<file path="config.mk">
export PLATFORM = sky130hd
export DESIGN_NAME = axi2mem_rd_cmd_gen_flat
export DESIGN_NICKNAME = d
export VERILOG_FILES = /design/src/rtl/axi2mem_rd_cmd_gen_if.sv /design/src/rtl/axi2mem_rd_cmd_gen.sv /design/src/flat_wrapper.sv
export SDC_FILE = /design/constraint.sdc
export NUM_CORES = 1
export LEC_CHECK = 0
export CAP_MARGIN = 20
export CORE_MARGIN = 2
export CORE_UTILIZATION = 40
export DETAILED_ROUTE_END_ITERATION = 8
export PLACE_DENSITY = 0.74
export SYNTH_ARGS = -nofsm -noshare
export SYNTH_HDL_FRONTEND = slang
export SYNTH_SLANG_ARGS = --single-unit
</file>
<file path="constraint.sdc">
create_clock -name clk_i -period 2.9 [get_ports clk_i]
set_clock_uncertainty 0.1 [all_clocks]
set_input_delay 0.29 -clock clk_i [delete_from_list [all_inputs] [get_ports clk_i]]
set_output_delay 0.29 -clock clk_i [all_outputs]
set_load 0.03 [all_outputs]
</file>
<file path="src/rtl/axi2mem_rd_cmd_gen_if.sv">
// AR-burst request and per-beat TCDM read-command signals of the axi2mem read-address stage.
// slave: command-generator view; master: upstream AR source plus downstream beat consumer.
interface axi2mem_rd_cmd_gen_if #(
  parameter int ADDR_WIDTH = 32,
  parameter int ID_WIDTH   = 6,
  parameter int LEN_WIDTH  = 8
);
  logic                  ar_valid_i;
  logic                  ar_ready_o;
  logic [ADDR_WIDTH-1:0] ar_addr_i;
  logic [LEN_WIDTH-1:0]  ar_len_i;
  logic [2:0]            ar_size_i;
  logic [1:0]            ar_burst_i;
  logic [ID_WIDTH-1:0]   ar_id_i;

  logic                  trans_req_o;
  logic                  trans_gnt_i;
  logic [ADDR_WIDTH-1:0] trans_add_o;
  logic [ID_WIDTH-1:0]   trans_id_o;
  logic                  trans_last_o;

  modport slave (
    input  ar_valid_i, ar_addr_i, ar_len_i, ar_size_i, ar_burst_i, ar_id_i, trans_gnt_i,
    output ar_ready_o, trans_req_o, trans_add_o, trans_id_o, trans_last_o
  );

  modport master (
    output ar_valid_i, ar_addr_i, ar_len_i, ar_size_i, ar_burst_i, ar_id_i, trans_gnt_i,
    input  ar_ready_o, trans_req_o, trans_add_o, trans_id_o, trans_last_o
  );
endinterface

</file>
<file path="src/rtl/axi2mem_rd_cmd_gen.sv">
// Expands one AXI4 AR burst (FIXED/INCR/WRAP) into single-word TCDM read commands over req/gnt.
// AXI2MEM_RD_CMD_BACK2BACK_EN: accept the next AR on the last-beat grant for zero-bubble bursts.
module axi2mem_rd_cmd_gen #(
  parameter int ADDR_WIDTH = 32,
  parameter int ID_WIDTH   = 6,
  parameter int LEN_WIDTH  = 8
) (
  input  logic                  clk_i,
  input  logic                  rst_i,
  axi2mem_rd_cmd_gen_if.slave   bus,
  output logic                  busy_o
);

  typedef enum logic {IDLE, BURST} state_e;
  typedef enum logic [1:0] {MODE_FIXED, MODE_INCR, MODE_WRAP} mode_e;

  state_e                state_q, state_d;
  mode_e                 mode_q, mode_ld;
  logic [ADDR_WIDTH-1:0] addr_q, mask_q, addr_next, incr, wrap_bytes;
  logic [LEN_WIDTH-1:0]  cnt_q;
  logic [ID_WIDTH-1:0]   id_q;
  logic [1:0]            size_q, size_ld;
  logic                  ar_ready, ar_hs, beat_gnt, last_beat, wrap_len_ok;

  // Load-side decode of the incoming AR beat geometry
  always_comb begin
    size_ld     = (bus.ar_size_i > 3'd2) ? 2'd2 : bus.ar_size_i[1:0];
    wrap_len_ok = (bus.ar_len_i == LEN_WIDTH'(1)) || (bus.ar_len_i == LEN_WIDTH'(3)) ||
                  (bus.ar_len_i == LEN_WIDTH'(7)) || (bus.ar_len_i == LEN_WIDTH'(15));
    wrap_bytes  = (ADDR_WIDTH'(bus.ar_len_i) + ADDR_WIDTH'(1)) << size_ld;
    if (bus.ar_burst_i == 2'b00)
      mode_ld = MODE_FIXED;
    else if (bus.ar_burst_i == 2'b10 && wrap_len_ok)
      mode_ld = MODE_WRAP;
    else
      mode_ld = MODE_INCR;
  end

  always_comb begin
    incr = ADDR_WIDTH'(1) << size_q;
    case (mode_q)
      MODE_FIXED: addr_next = addr_q;
      MODE_WRAP:  addr_next = (addr_q & ~mask_q) | ((addr_q + incr) & mask_q);
      default:    addr_next = (addr_q & ~(incr - ADDR_WIDTH'(1))) + incr;
    endcase
  end

  always_comb begin
    state_d   = state_q;
    ar_ready  = 1'b0;
    last_beat = (state_q == BURST) && (cnt_q == '0);
    beat_gnt  = (state_q == BURST) && bus.trans_gnt_i;
    case (state_q)
      IDLE: begin
        ar_ready = 1'b1;
        if (bus.ar_valid_i) state_d = BURST;
      end
      BURST: begin
`ifdef AXI2MEM_RD_CMD_BACK2BACK_EN
        ar_ready = last_beat && bus.trans_gnt_i;
`endif
        if (last_beat && bus.trans_gnt_i && !(bus.ar_valid_i && ar_ready)) state_d = IDLE;
      end
      default: state_d = IDLE;
    endcase
    if (rst_i) ar_ready = 1'b0;
    ar_hs = bus.ar_valid_i && ar_ready;
  end

  always_ff @(posedge clk_i) begin
    if (rst_i) state_q <= IDLE;
    else       state_q <= state_d;
  end

  // A handshake overrides the advance: in back-to-back mode it lands on the old burst's final grant
  always_ff @(posedge clk_i) begin
    if (rst_i) begin
      addr_q <= '0;
      mask_q <= '0;
      cnt_q  <= '0;
      id_q   <= '0;
      size_q <= '0;
      mode_q <= MODE_INCR;
    end else if (ar_hs) begin
      addr_q <= bus.ar_addr_i;
      mask_q <= wrap_bytes - ADDR_WIDTH'(1);
      cnt_q  <= bus.ar_len_i;
      id_q   <= bus.ar_id_i;
      size_q <= size_ld;
      mode_q <= mode_ld;
    end else if (beat_gnt && !last_beat) begin
      addr_q <= addr_next;
      cnt_q  <= cnt_q - LEN_WIDTH'(1);
    end
  end

  assign bus.ar_ready_o   = ar_ready;
  assign bus.trans_req_o  = (state_q == BURST);
  assign bus.trans_add_o  = addr_q;
  assign bus.trans_id_o   = id_q;
  assign bus.trans_last_o = last_beat;
  assign busy_o           = (state_q == BURST);

endmodule

</file>
<file path="src/flat_wrapper.sv">
// flat-port wrapper written by rule: the top's interface ports become plain ports
module axi2mem_rd_cmd_gen_flat 
#(
  parameter int ADDR_WIDTH = 32,
  parameter int ID_WIDTH   = 6,
  parameter int LEN_WIDTH  = 8
)
  (clk_i, rst_i, busy_o, bus_ar_valid_i, bus_ar_addr_i, bus_ar_len_i, bus_ar_size_i, bus_ar_burst_i, bus_ar_id_i, bus_trans_gnt_i, bus_ar_ready_o, bus_trans_req_o, bus_trans_add_o, bus_trans_id_o, bus_trans_last_o);
  axi2mem_rd_cmd_gen_if #(.ADDR_WIDTH(ADDR_WIDTH), .ID_WIDTH(ID_WIDTH), .LEN_WIDTH(LEN_WIDTH)) bus_i ();
  input  logic clk_i;
  input  logic rst_i;
  output logic busy_o;
  input wire logic [$bits(bus_i.ar_valid_i)-1:0] bus_ar_valid_i;
  input wire logic [$bits(bus_i.ar_addr_i)-1:0] bus_ar_addr_i;
  input wire logic [$bits(bus_i.ar_len_i)-1:0] bus_ar_len_i;
  input wire logic [$bits(bus_i.ar_size_i)-1:0] bus_ar_size_i;
  input wire logic [$bits(bus_i.ar_burst_i)-1:0] bus_ar_burst_i;
  input wire logic [$bits(bus_i.ar_id_i)-1:0] bus_ar_id_i;
  input wire logic [$bits(bus_i.trans_gnt_i)-1:0] bus_trans_gnt_i;
  output wire logic [$bits(bus_i.ar_ready_o)-1:0] bus_ar_ready_o;
  output wire logic [$bits(bus_i.trans_req_o)-1:0] bus_trans_req_o;
  output wire logic [$bits(bus_i.trans_add_o)-1:0] bus_trans_add_o;
  output wire logic [$bits(bus_i.trans_id_o)-1:0] bus_trans_id_o;
  output wire logic [$bits(bus_i.trans_last_o)-1:0] bus_trans_last_o;
  assign bus_i.ar_valid_i = bus_ar_valid_i;
  assign bus_i.ar_addr_i = bus_ar_addr_i;
  assign bus_i.ar_len_i = bus_ar_len_i;
  assign bus_i.ar_size_i = bus_ar_size_i;
  assign bus_i.ar_burst_i = bus_ar_burst_i;
  assign bus_i.ar_id_i = bus_ar_id_i;
  assign bus_i.trans_gnt_i = bus_trans_gnt_i;
  assign bus_ar_ready_o = bus_i.ar_ready_o;
  assign bus_trans_req_o = bus_i.trans_req_o;
  assign bus_trans_add_o = bus_i.trans_add_o;
  assign bus_trans_id_o = bus_i.trans_id_o;
  assign bus_trans_last_o = bus_i.trans_last_o;
  axi2mem_rd_cmd_gen #(.ADDR_WIDTH(ADDR_WIDTH), .ID_WIDTH(ID_WIDTH), .LEN_WIDTH(LEN_WIDTH)) u_core (.clk_i(clk_i), .rst_i(rst_i), .bus(bus_i), .busy_o(busy_o));
endmodule
</file>
Word level (Yosys, flattened, before mapping)

Cells that the tools add are included.

Register bits: 83
Bits in latches: 0
Bits in writable memories: 0
ROM bits: 0
Output and inout bits: 42
Logic and storage cells: 58
Memories: 0

$add $sub $neg: 6
Multiply operators: 0
Divide/modulo/power cells: 0
$lt $le $gt $ge: 1
Equal/unequal tests: 7
Shift operators: 2
Muxes and demuxes: 13
Bitwise operators: 7
Reduce and logical (&&, ||, !) cells: 15

Operators with widths:

| kind                    | number |
|---|---|
| $and A32 B32 Y32        | 3 |
| $add A32 B32 Y32        | 2 |
| $mux W32                | 2 |
| $not A32 Y32            | 2 |
| $pmux W32 S2            | 1 |
| $sub A32 B1 Y32 const B | 2 |
| $or A32 B32 Y32         | 1 |
| $shl A1 B2 Y32 const A  | 1 |
| $shl A32 B2 Y32         | 1 |
| $mux W8                 | 2 |
| $add A8 B1 Y9 const B   | 1 |
| $eq A8 B1 Y1 const B    | 1 |
| $eq A8 B2 Y1 const B    | 1 |
| $eq A8 B3 Y1 const B    | 1 |
| $eq A8 B4 Y1 const B    | 1 |
| $logic_not A8 Y1        | 1 |
| $sub A8 B1 Y8 const B   | 1 |
| $logic_and A1 B1 Y1     | 6 |
| $mux W2                 | 3 |
| $eq A2 B2 Y1 const B    | 2 |
| $logic_not A2 Y1        | 2 |
| $mux W1                 | 4 |
| $gt A3 B2 Y1 const B    | 1 |
| $logic_or A1 B1 Y1      | 3 |
| other kinds (6)         | 6 |

Longest topological paths before layout

Word-level depth: 8
Mapped depth: 11
Depth with buffers taken out: 11

Worst setup path before layout

Ideal clock, no wire load.

Kind: register to register
Start point: register with a tool-made name
End point: register with a tool-made name
Library setup time: 0.131 ns
Arrival time: 2.456 ns
Data required time: 2.669 ns
Path slack: 0.213 ns
Cell stages (with the launch flop): 11
Buffers on the path: 1
Cells stage by stage: dfxtp_1 -> buf_4 -> xnor2_1 -> nor2_1 -> ha_1 -> o21bai_2 -> nand2_1 -> a2111o_1 -> or4_1 -> a21oi_1 -> nor3_1

==> run metrics <==
status=completed; Routed WL=about 17 mm; Worst EP required=3.00 ns; Setup Slack @ Placement=-0.009420 ns; relative slew slack=46.60%; Setup WS post-layout=between 0.1 and 0.15 ns; leakage power=between 0.002 and 0.003 uW; met2 Use GR=a little under two fifths; post-DP HPWL=~13 mm; min Tclk post-route=around 2.8 ns; Clk Latency, worst-skew pair=about 0.35 ns; Rows=42; core area=around 13000 sq um; layout cells sized above 1=9.615%; first-pass GRT wire length=28.23 mm; residual DRC count=0; Peak VDD IR=about 0.35 mV; GPL Wtd Cong=roughly 0.95; grt total ovfl=0; Root Buffer=clkbuf_16; Layout fillers=1331; post-DR vias/cell=between 5 and 6; Worst EP arrival=between 2 and 3 ns; Final Cycle Share=94.86%; grt peak-use layer=met2; dpl cell area=6850 sq um; setup_tns=0 ns; final instance area=just over 7000 sq um; EDFF count, synth=0; PwrDens=between 400 and 500 nW/um^2; WL per Instance=roughly 16 um; Routed Antenna Nets=0; Tightest Pin Transition=between 0.7 and 0.8 ns; all-layer global routing usage=a little under a quarter; drt initial violations=482; 1st-pass router iterations=6; number of clock sinks=74; hold path startpoint=u_core.mask_q[25]$_SDFFE_PP0P_; Final Net Count=roughly 950; CTS Buf Count=9; #FFs+latches synth=74; FF-to-FF setup slack=approximately 0.15 ns; register clock-pin slew on the reported worst setup and hold paths=roughly 0.07 ns; Die Wd=about 120 um; Setup violations, final=0; hold path endpoint=u_core.mask_q[25]$_SDFFE_PP0P_; clock tree buffer depth=2; Unique masters post-synth=76; post-CTS setup buffers=0; Syn-to-layout area delta=29.64%; H-tree depth=3; I/O pin cnt=between 90 and 100; die area=14800 sq um; worst hold path type=reg -> reg; Post-Syn Nets=846; CP Capture Type=flip-flop; CTS tree=yes; die height=121.7 um; routed vias=6129; worst r2r src=u_core.size_q[1]$_SDFFE_PP0P_; initial antenna violation count=0; PortBufs=between 90 and 100; final hold violation count=0; worst reg-to-reg path cell count=10; Post-Syn Area=between 5000 and 6000 sq um; Hold Crit Depth=2; M1 GR Usage=32.06%; critical path class=reg -> reg; ys flop type=dfxtp_1; ANT cells=0; global routing usage on met3=between 3 and 4%; RSZ-0062 raised after global routing=false; Mapped Avg Cell Area=7.120 sq um; number of synthesis warnings=0; Initial Util=41.34%; number of global-route vias before repair=5633; sequential area share after synthesis=between 20% and 30%; Pins Over Slew Limit=0; final core utilization=53.59%; startpoint types=flip-flop; Max Cap Viol=0; pin count of the biggest net entering global routing=69; hold_ws=about 0.35 ns; Synth async-reset ratio=0%; Worst Path Max Fanout=8; Max Freq=363.5 MHz; synthesized instance count=a little under 800
## cell families (layout without fill, tap and decap cells)
logic type                 after synthesis  count (layout)  synth area share [%]
and+or+nand+nor                        367             367                 32.55
AOI/OAI and AO/OA                      210             210                 24.87
DFF                                     74              74                 26.74
buffers and inverters                   68             174                 5.218
xor gates and xnor gates                39              39                 6.167
adders and majority gates               13              13                 3.072
muxes                                    6               6                 1.310
other                                    1               1               0.06770
## through the flow
stage	total power [uW]	cells
6_report	3277	1060
5_1_grt	3427	1060
4_1_cts	3285	1060
3_5_place_dp	2069	1045
3_3_place_gp	2060	1045
2_1_floorplan	1727	778
## layer usage
| metal | wire [um] | up-vias |
|---|---|---|
| met5 | 0 | - |
| met4 | 311 | 0 |
| met3 | 1209 | 21 |
| met2 | 8006 | 247 |
| met1 | 7809 | 2836 |
| li1 | - | 3025 |
## timing repair
| item | in CTS | in global routing |
|---|---|---|
| resized for setup | 1 | 4 |
| endpoints found under the hold margin | 0 | 0 |
| hold buffers | 0 | 0 |
| setup endpoints to repair | 1 | 18 |
## power breakdown
group | total (uW) | switching, uW | leakage, uW | internal [uW]
Clock | 1220 | 454 | 0.000158 | 770
Sequential | 1200 | 105 | 0.000606 | 1090
Combinational | 855 | 472 | 0.00182 | 383
## cell usage after synthesis (all sizes together), types with 12 or more instances
cell      n  area (sq um)
a211oi   15         125.1
a21oi    49         245.2
buf      19         103.8
clkbuf   31         117.6
dfxtp    74          1481
ha       12         150.1
inv      18         67.56
nand2    94         352.8
nand3    28         145.1
nand4    19         118.9
nor2    116         451.7
nor3     26         145.1
nor4     13         81.33
o21ai    62         321.6
xnor2    28         245.2
## worst max-delay path: stages, from the launching register on
cell and delay, ns:
dfxtp_1 0.37, nor2_1 0.15, ha_2 0.26, fa_1 0.24, a21o_1 0.14, a21o_1 0.17
nor2_1 0.10, a2111o_1 0.39, or4_1 0.41, a21oi_1 0.22, nor3_1 0.06
## final cells by class
type	instances	area [sq um]	area share, %
clock inverters	5	78.83	1.098
well taps	176	220.2	3.067
flip-flops and latches	74	1483	20.65
clock buffers	10	239.0	3.328
multi-input cells	636	3787	52.74
repair buffers	141	1305	18.17
inverters	18	67.56	0.9409
## how the worst max path moves through the flow
stage | start | to | slack [ns] | cells after the start
floorplan | flip-flop | flip-flop | 0.21 | 10
global placement | bus_ar_len_i[1] | u_core.mask_q[8]$_SDFFE_PP0P_ | 0.007 | 13
detailed placement | bus_ar_len_i[1] | u_core.mask_q[8]$_SDFFE_PP0P_ | -0.009 | 13
CTS | u_core.size_q[0]$_SDFFE_PP0P_ | flip-flop | 0.07 | 10
global route | u_core.size_q[1]$_SDFFE_PP0P_ | flip-flop | 0.0008 | 10
finish | u_core.size_q[1]$_SDFFE_PP0P_ | flip-flop | 0.15 | 10
## layout by cell type (no fill, tap or decap), drive strengths merged, types with 10 or more instances in the layout
cell	synthesis	routed
a211oi	15	15
a21oi	49	49
a31oi	11	11
and2	10	10
buf	19	46
clkbuf	31	10
clkdlybuf4s50	0	94
dfxtp	74	74
ha	12	12
inv	18	18
nand2	94	94
nand2b	11	11
nand3	28	28
nand4	19	19
nor2	116	116
nor3	26	26
nor4	13	13
o21ai	62	62
xnor2	28	28
xor2	11	11
No activity file was read; power rests on OpenSTA's default activity.
